File: src/rtl/rtcdate_alarm.sv
// Calendar date peripheral on Wishbone: BCD date + day-of-week advanced by a
// pulse-per-day, with NALARM date-alarm channels (year FFFF = every year).
module rtcdate_alarm #(
   parameter int          NALARM     = 2,
   parameter logic [31:0] RESET_DATE = 32'h20000101,
   parameter logic [2:0]  RESET_DOW  = 3'd6
) (
   input  logic        i_clk,
   input  logic        i_areset_n,
   input  logic        i_ppd,
   input  logic        i_wb_cyc,
   input  logic        i_wb_stb,
   input  logic        i_wb_we,
   input  logic [2:0]  i_wb_addr,
   input  logic [31:0] i_wb_data,
   output logic        o_wb_ack,
   output logic        o_wb_stall,
   output logic [31:0] o_wb_data,
   output logic        o_int
);

   // Bus handshake: a request is i_wb_cyc & i_wb_stb in any cycle; it is never
   // stalled and is acknowledged exactly one cycle later with the read data
   // captured at the request edge. Writes commit at that same edge.
   localparam logic [3:0] CH_MASK = 4'((32'd1 << NALARM) - 32'd1);

   logic [31:0] date_q;
   logic [2:0]  dow_q;
   logic [3:0]  pending_q;
   logic [3:0]  enable_q;
   logic [31:0] alarm_q [NALARM];

   logic        wb_req, wb_wr;
   logic        wr_date, wr_dow, wr_ctrl;
   logic [31:0] inc_date;
   logic [7:0]  mlen;
   logic        leap;
   logic [3:0]  match;
   logic [3:0]  pending_d;
   logic [31:0] rdata_d;

   function automatic logic bcd_div4(input logic [7:0] b);
      if (b[4])
         return (b[3:0] == 4'd2) || (b[3:0] == 4'd6);
      else
         return (b[3:0] == 4'd0) || (b[3:0] == 4'd4) || (b[3:0] == 4'd8);
   endfunction

   function automatic logic [7:0] bcd_inc8(input logic [7:0] b);
      if (b[3:0] == 4'd9)
         return {b[7:4] + 4'd1, 4'd0};
      else
         return {b[7:4], b[3:0] + 4'd1};
   endfunction

   function automatic logic [15:0] bcd_inc16(input logic [15:0] y);
      logic [15:0] r;
      logic        c;
      r = y;
      c = 1'b1;
      for (int i = 0; i < 4; i++) begin
         if (c) begin
            if (r[4*i +: 4] == 4'd9) begin
               r[4*i +: 4] = 4'd0;
            end else begin
               r[4*i +: 4] = r[4*i +: 4] + 4'd1;
               c = 1'b0;
            end
         end
      end
      return r;
   endfunction

   assign wb_req  = i_wb_cyc & i_wb_stb;
   assign wb_wr   = wb_req & i_wb_we;
   assign wr_date = wb_wr && (i_wb_addr == 3'd0);
   assign wr_dow  = wb_wr && (i_wb_addr == 3'd1);
   assign wr_ctrl = wb_wr && (i_wb_addr == 3'd2);

   // Century digits decide leap only when the low two year digits are 00.
   assign leap = (date_q[23:16] == 8'h00) ? bcd_div4(date_q[31:24])
                                          : bcd_div4(date_q[23:16]);

   always_comb begin
      mlen = 8'h31;
      case (date_q[15:8])
         8'h04, 8'h06, 8'h09, 8'h11: mlen = 8'h30;
         8'h02:                      mlen = leap ? 8'h29 : 8'h28;
         default:                    mlen = 8'h31;
      endcase
   end

   always_comb begin
      inc_date = date_q;
      if (date_q[7:0] >= mlen) begin
         inc_date[7:0] = 8'h01;
         if (date_q[15:8] >= 8'h12) begin
            inc_date[15:8]  = 8'h01;
            inc_date[31:16] = bcd_inc16(date_q[31:16]);
         end else begin
            inc_date[15:8] = bcd_inc8(date_q[15:8]);
         end
      end else begin
         inc_date[7:0] = bcd_inc8(date_q[7:0]);
      end
   end

   // Alarms compare only against a date produced by an increment that lands.
   always_comb begin
      match = 4'd0;
      for (int n = 0; n < NALARM; n++) begin
         match[n] = i_ppd && !wr_date &&
                    (alarm_q[n][15:0] == inc_date[15:0]) &&
                    ((alarm_q[n][31:16] == inc_date[31:16]) ||
                     (alarm_q[n][31:16] == 16'hFFFF));
      end
      pending_d = ((pending_q & ~(wr_ctrl ? i_wb_data[3:0] : 4'd0)) | match) & CH_MASK;
   end

   always_comb begin
      rdata_d = 32'd0;
      case (i_wb_addr)
         3'd0:    rdata_d = date_q;
         3'd1:    rdata_d = {29'd0, dow_q};
         3'd2:    rdata_d = {12'd0, enable_q, 12'd0, pending_q};
         default: begin
            for (int n = 0; n < NALARM; n++) begin
               if (i_wb_addr == 3'(4 + n))
                  rdata_d = alarm_q[n];
            end
         end
      endcase
   end

   always_ff @(posedge i_clk or negedge i_areset_n) begin
      if (!i_areset_n) begin
         date_q    <= RESET_DATE;
         dow_q     <= RESET_DOW;
         pending_q <= 4'd0;
         enable_q  <= 4'd0;
         for (int n = 0; n < NALARM; n++)
            alarm_q[n] <= 32'd0;
         o_wb_ack  <= 1'b0;
         o_wb_data <= 32'd0;
         o_int     <= 1'b0;
      end else begin
         if (wr_date)
            date_q <= i_wb_data;
         else if (i_ppd)
            date_q <= inc_date;

         if (wr_dow)
            dow_q <= i_wb_data[2:0];
         else if (i_ppd)
            dow_q <= (dow_q >= 3'd6) ? 3'd0 : dow_q + 3'd1;

         pending_q <= pending_d;
         if (wr_ctrl)
            enable_q <= i_wb_data[19:16] & CH_MASK;

         for (int n = 0; n < NALARM; n++) begin
            if (wb_wr && (i_wb_addr == 3'(4 + n)))
               alarm_q[n] <= i_wb_data;
         end

         o_wb_ack <= wb_req;
         if (wb_req)
            o_wb_data <= rdata_d;
         o_int <= |(pending_q & enable_q);
      end
   end

   assign o_wb_stall = 1'b0;

endmodule

File: config.mk
export PLATFORM = sky130hd
export DESIGN_NAME = rtcdate_alarm
export DESIGN_NICKNAME = d
export VERILOG_FILES = /design/src/rtl/rtcdate_alarm.sv
export SDC_FILE = /design/constraint.sdc
export NUM_CORES = 1
export LEC_CHECK = 0
export ABC_AREA = 1
export ABC_CLOCK_PERIOD_IN_PS = 3480
export BUFFER_PORTS_ARGS = -buffer_cell sky130_fd_sc_hd__buf_2
export CORE_ASPECT_RATIO = 1.2
export CORE_MARGIN = 5
export CORE_UTILIZATION = 50
export DETAILED_ROUTE_END_ITERATION = 16
export PLACE_DENSITY_LB_ADDON = 0.12
export SETUP_SLACK_MARGIN = 0.3
export SLEW_MARGIN = 25
export SYNTH_ARGS = -nofsm -noshare
export SYNTH_HDL_FRONTEND = slang
export SYNTH_SLANG_ARGS = --single-unit
File: constraint.sdc
create_clock -name i_clk -period 3.48 [get_ports i_clk]
set_input_delay 0.522 -clock i_clk [delete_from_list [all_inputs] [get_ports i_clk]]
set_output_delay 0.522 -clock i_clk [all_outputs]
set_load 0.02 [all_outputs]
==> results.sh <==
export IMPL_hold_slack_ns=0.0967
export IMPL_routed_wl_mm=26.7
export IMPL_synth_nets=1184
export IMPL_initial_utilization_pct=50.9
export IMPL_cts_buffers=17
export IMPL_period_share_pct=93.0
export IMPL_via_per_inst=5.73
export IMPL_die_area_um2=19300
export IMPL_p_leak_nw=4.80
export IMPL_fp_row_count=51
export IMPL_status="completed"
export IMPL_htreeDepth=4
export IMPL_antenna_found_initial=1
export IMPL_slew_limit_headroom_pct=49.6
export IMPL_core_um2=16300
export IMPL_ys_types=41
export IMPL_grt_max_degree=68
export IMPL_maxCapViolations=0
export IMPL_place_inst=1411
export IMPL_hp_class="input port to async pin"
export IMPL_vias=8342
export IMPL_place_ws_ns=-0.0882
export IMPL_maxSlewViolCount=0
export IMPL_setup_ws_ns=0.243
export IMPL_clock_latency_ns=0.43
export IMPL_grt_usage_pct=28.2
export IMPL_drtIter0Drc=721
export IMPL_fin_crit_ns=3.24
export IMPL_die_y_um=151
export IMPL_netlist_area_um2=8290
export IMPL_yosys_warnings=0
export IMPL_drc=0
export IMPL_postSynthAreaPerCell_um2=7.32
export IMPL_gp_congestion=0.913
export IMPL_setup_tns_final_ns=0
export IMPL_nNetsFinal=1284
export IMPL_ant_nets=0
export IMPL_hold_violations=0
export IMPL_drt_pass1_iterations=5
export IMPL_clock_skew_ns=0.0106
export IMPL_end_kind="flop"
export IMPL_synthCells=1132
export IMPL_ir_drop_v=0.000465
export IMPL_synthToLayoutAreaGrowth_pct=21.3
export IMPL_cts_buffer_depth=2
export IMPL_max_freq_mhz=309
export IMPL_critPathKind="flop to flop"
export IMPL_globalRouteOverflowTotal=0
export IMPL_arrival_ns=3.55
export IMPL_setup_violations=0
export IMPL_start_kind="flop"
export IMPL_layout_cells_non_filler=1456
export IMPL_crit_fanout=4
export IMPL_grt_pass1_wl_mm=42.7
export IMPL_p_per_area_nw_per_um2=813
export IMPL_ys_seq_area_share_pct=41.4
export IMPL_grt_pass1_vias=8337
export IMPL_die_w_um=128
export IMPL_wl_per_cell_um=18.3
export IMPL_dp_hpwl_mm=18.1
export IMPL_ys_seq_elements=137
export IMPL_drive_above_1_share_pct=20.1
export IMPL_diodes=0
export IMPL_holdBufCountCts=0
export IMPL_tightest_slew_ns=0.751
export IMPL_cts_sinks=137
export IMPL_num_io_pins=76
export IMPL_cts_tree="done"
export IMPL_rsz0062_at_grt="yes"
export IMPL_worst_endpoint_required_ns=3.79
export IMPL_io_buffers=74
export IMPL_clk_pin_slew_worst_paths_ns=0.06
export IMPL_cts_root_buf="clkbuf_16"
## logic make-up (layout without fill, tap and decap cells)
kind of cell,count (synthesis),after routing,share of synthesized area [%]
adders and majority gates,11,11,1.66
other,1,1,0.0452
xor gates and xnor gates,21,21,2.58
buffers and inverters,165,277,8.02
and+or+nand+nor,560,560,29.5
AOI/OAI and AO/OA,237,237,16.7
DFF,137,137,41.4
## layout make-up
cell class                 count  area (um2)
clock buffer                  22         494
clock inverter                 9         161
fill                        1514        6220
inverter                     123         469
multi-input combinational    830        4400
sequential                   137        3440
tap                          212         265
timing repair buffer         123         827
## cell usage after synthesis, drive strengths merged
master,number,area [um2]
o21ai,119,599
a221o,1,10.0
clkinv,2,7.51
nand3,97,526
nor4,9,56.3
a211oi,2,15.0
xor2,15,131
inv,121,454
nor2,65,289
nand2,366,1440
o211ai,12,90.1
o221ai,20,175
o22ai,38,238
dfrtp,132,3300
xor3,2,47.6
clkbuf,32,120
xnor2,4,35.0
a31oi,2,12.5
a21oi,41,228
o221a,1,11.3
a22o,1,8.76
nor3,6,30.0
buf,10,82.6
conb,1,3.75
or2,2,12.5
ha,11,138
dfstp,5,131
nand4,15,93.8
## placed cells by master (no fill, tap or decap), types with 10 or more instances in the layout
master	instances
a21oi_1	38
nand2_2	28
buf_2	73
nand2_1	328
nor2_1	46
nor2_4	10
o211ai_1	12
dfrtp_1	129
o221ai_1	20
nand3_1	89
inv_1	109
o21ai_0	114
xor2_1	15
buf_4	41
inv_2	10
clkbuf_16	17
o22ai_1	38
nand4_1	15
## power by group
part           leakage, nW  switching, mW  internal [mW]
Combinational         2.83           2.38           1.40
Clock                0.315          0.725           1.30
Sequential            1.66          0.363           2.01
Total                 4.80           3.46           4.71
## per-stage QoR
| stage | instance area (um2) | total power, mW | util [%] |
|---|---|---|---|
| after detailed placement | 9060 | 5.73 | 55.7 |
| final | 10100 | 8.17 | 61.8 |
| after global placement | 9060 | 5.70 | 55.7 |
| after floorplan | 8290 | 4.74 | - |
| after global routing | 10100 | 8.69 | 61.8 |
| after CTS | 9960 | 8.03 | 61.2 |
## per-layer routing
layer	wire length, um	GRT usage (%)	vias up
li1	-	-	3984
met1	10900	34.4	3992
met2	13500	49.1	287
met3	1320	4.37	77
met4	953	12.9	2
met5	7	0	-
## worst max-delay path: stages (launching register included)
cell and delay, ns:
dfrtp_2 0.45, nor2_4 0.14, inv_2 0.06, nor3_4 0.20, inv_2 0.06, a31oi_1 0.15
nand2_1 0.11, o221a_4 0.14, ha_4 0.25, nor2_1 0.03, nand2_1 0.07, nand2_2 0.09
nand2_4 0.10, buf_6 0.12, nand3_4 0.09, buf_12 0.16, nor2_4 0.14, xor3_1 0.34
nand2_1 0.08, nor2_2 0.05, nand3_1 0.09, nand2_2 0.07, nand2_1 0.06, nand2_1 0.04
## flip-flops by register name, summed over array words and instances (netlist names)
register,count
alarm_q,64
date_q,32
o_wb_data,32
dow_q,3
enable_q,2
pending_q,2
o_int,1
o_wb_ack,1
## final timing paths
kind,startpoint,end,slack (ns),cells after the start
min reg2reg,o_wb_data[28]$_DFFE_PN0P_,o_wb_data[28]$_DFFE_PN0P_,0.48,2
max reg2reg,date_q[11]$_DFFE_PN0P_,pending_q[1]$_DFF_PN0_,0.24,23
max,date_q[11]$_DFFE_PN0P_,pending_q[1]$_DFF_PN0_,0.24,23
max in group asynchronous,i_areset_n,date_q[20]$_DFFE_PN0P_,2.59,2
min in group i_clk,i_wb_data[10],alarm_q[42]$_DFFE_PN0P_,0.34,3
min,i_areset_n,alarm_q[29]$_DFFE_PN0P_,0.1,1
## what timing repair did
item | CTS | global route
setup buffers | 11 | 3
endpoints found under the setup margin | 3 | 2
resized for setup | 39 | 25
pin swaps | 16 | 16
(Power assumes the default switching activity.)
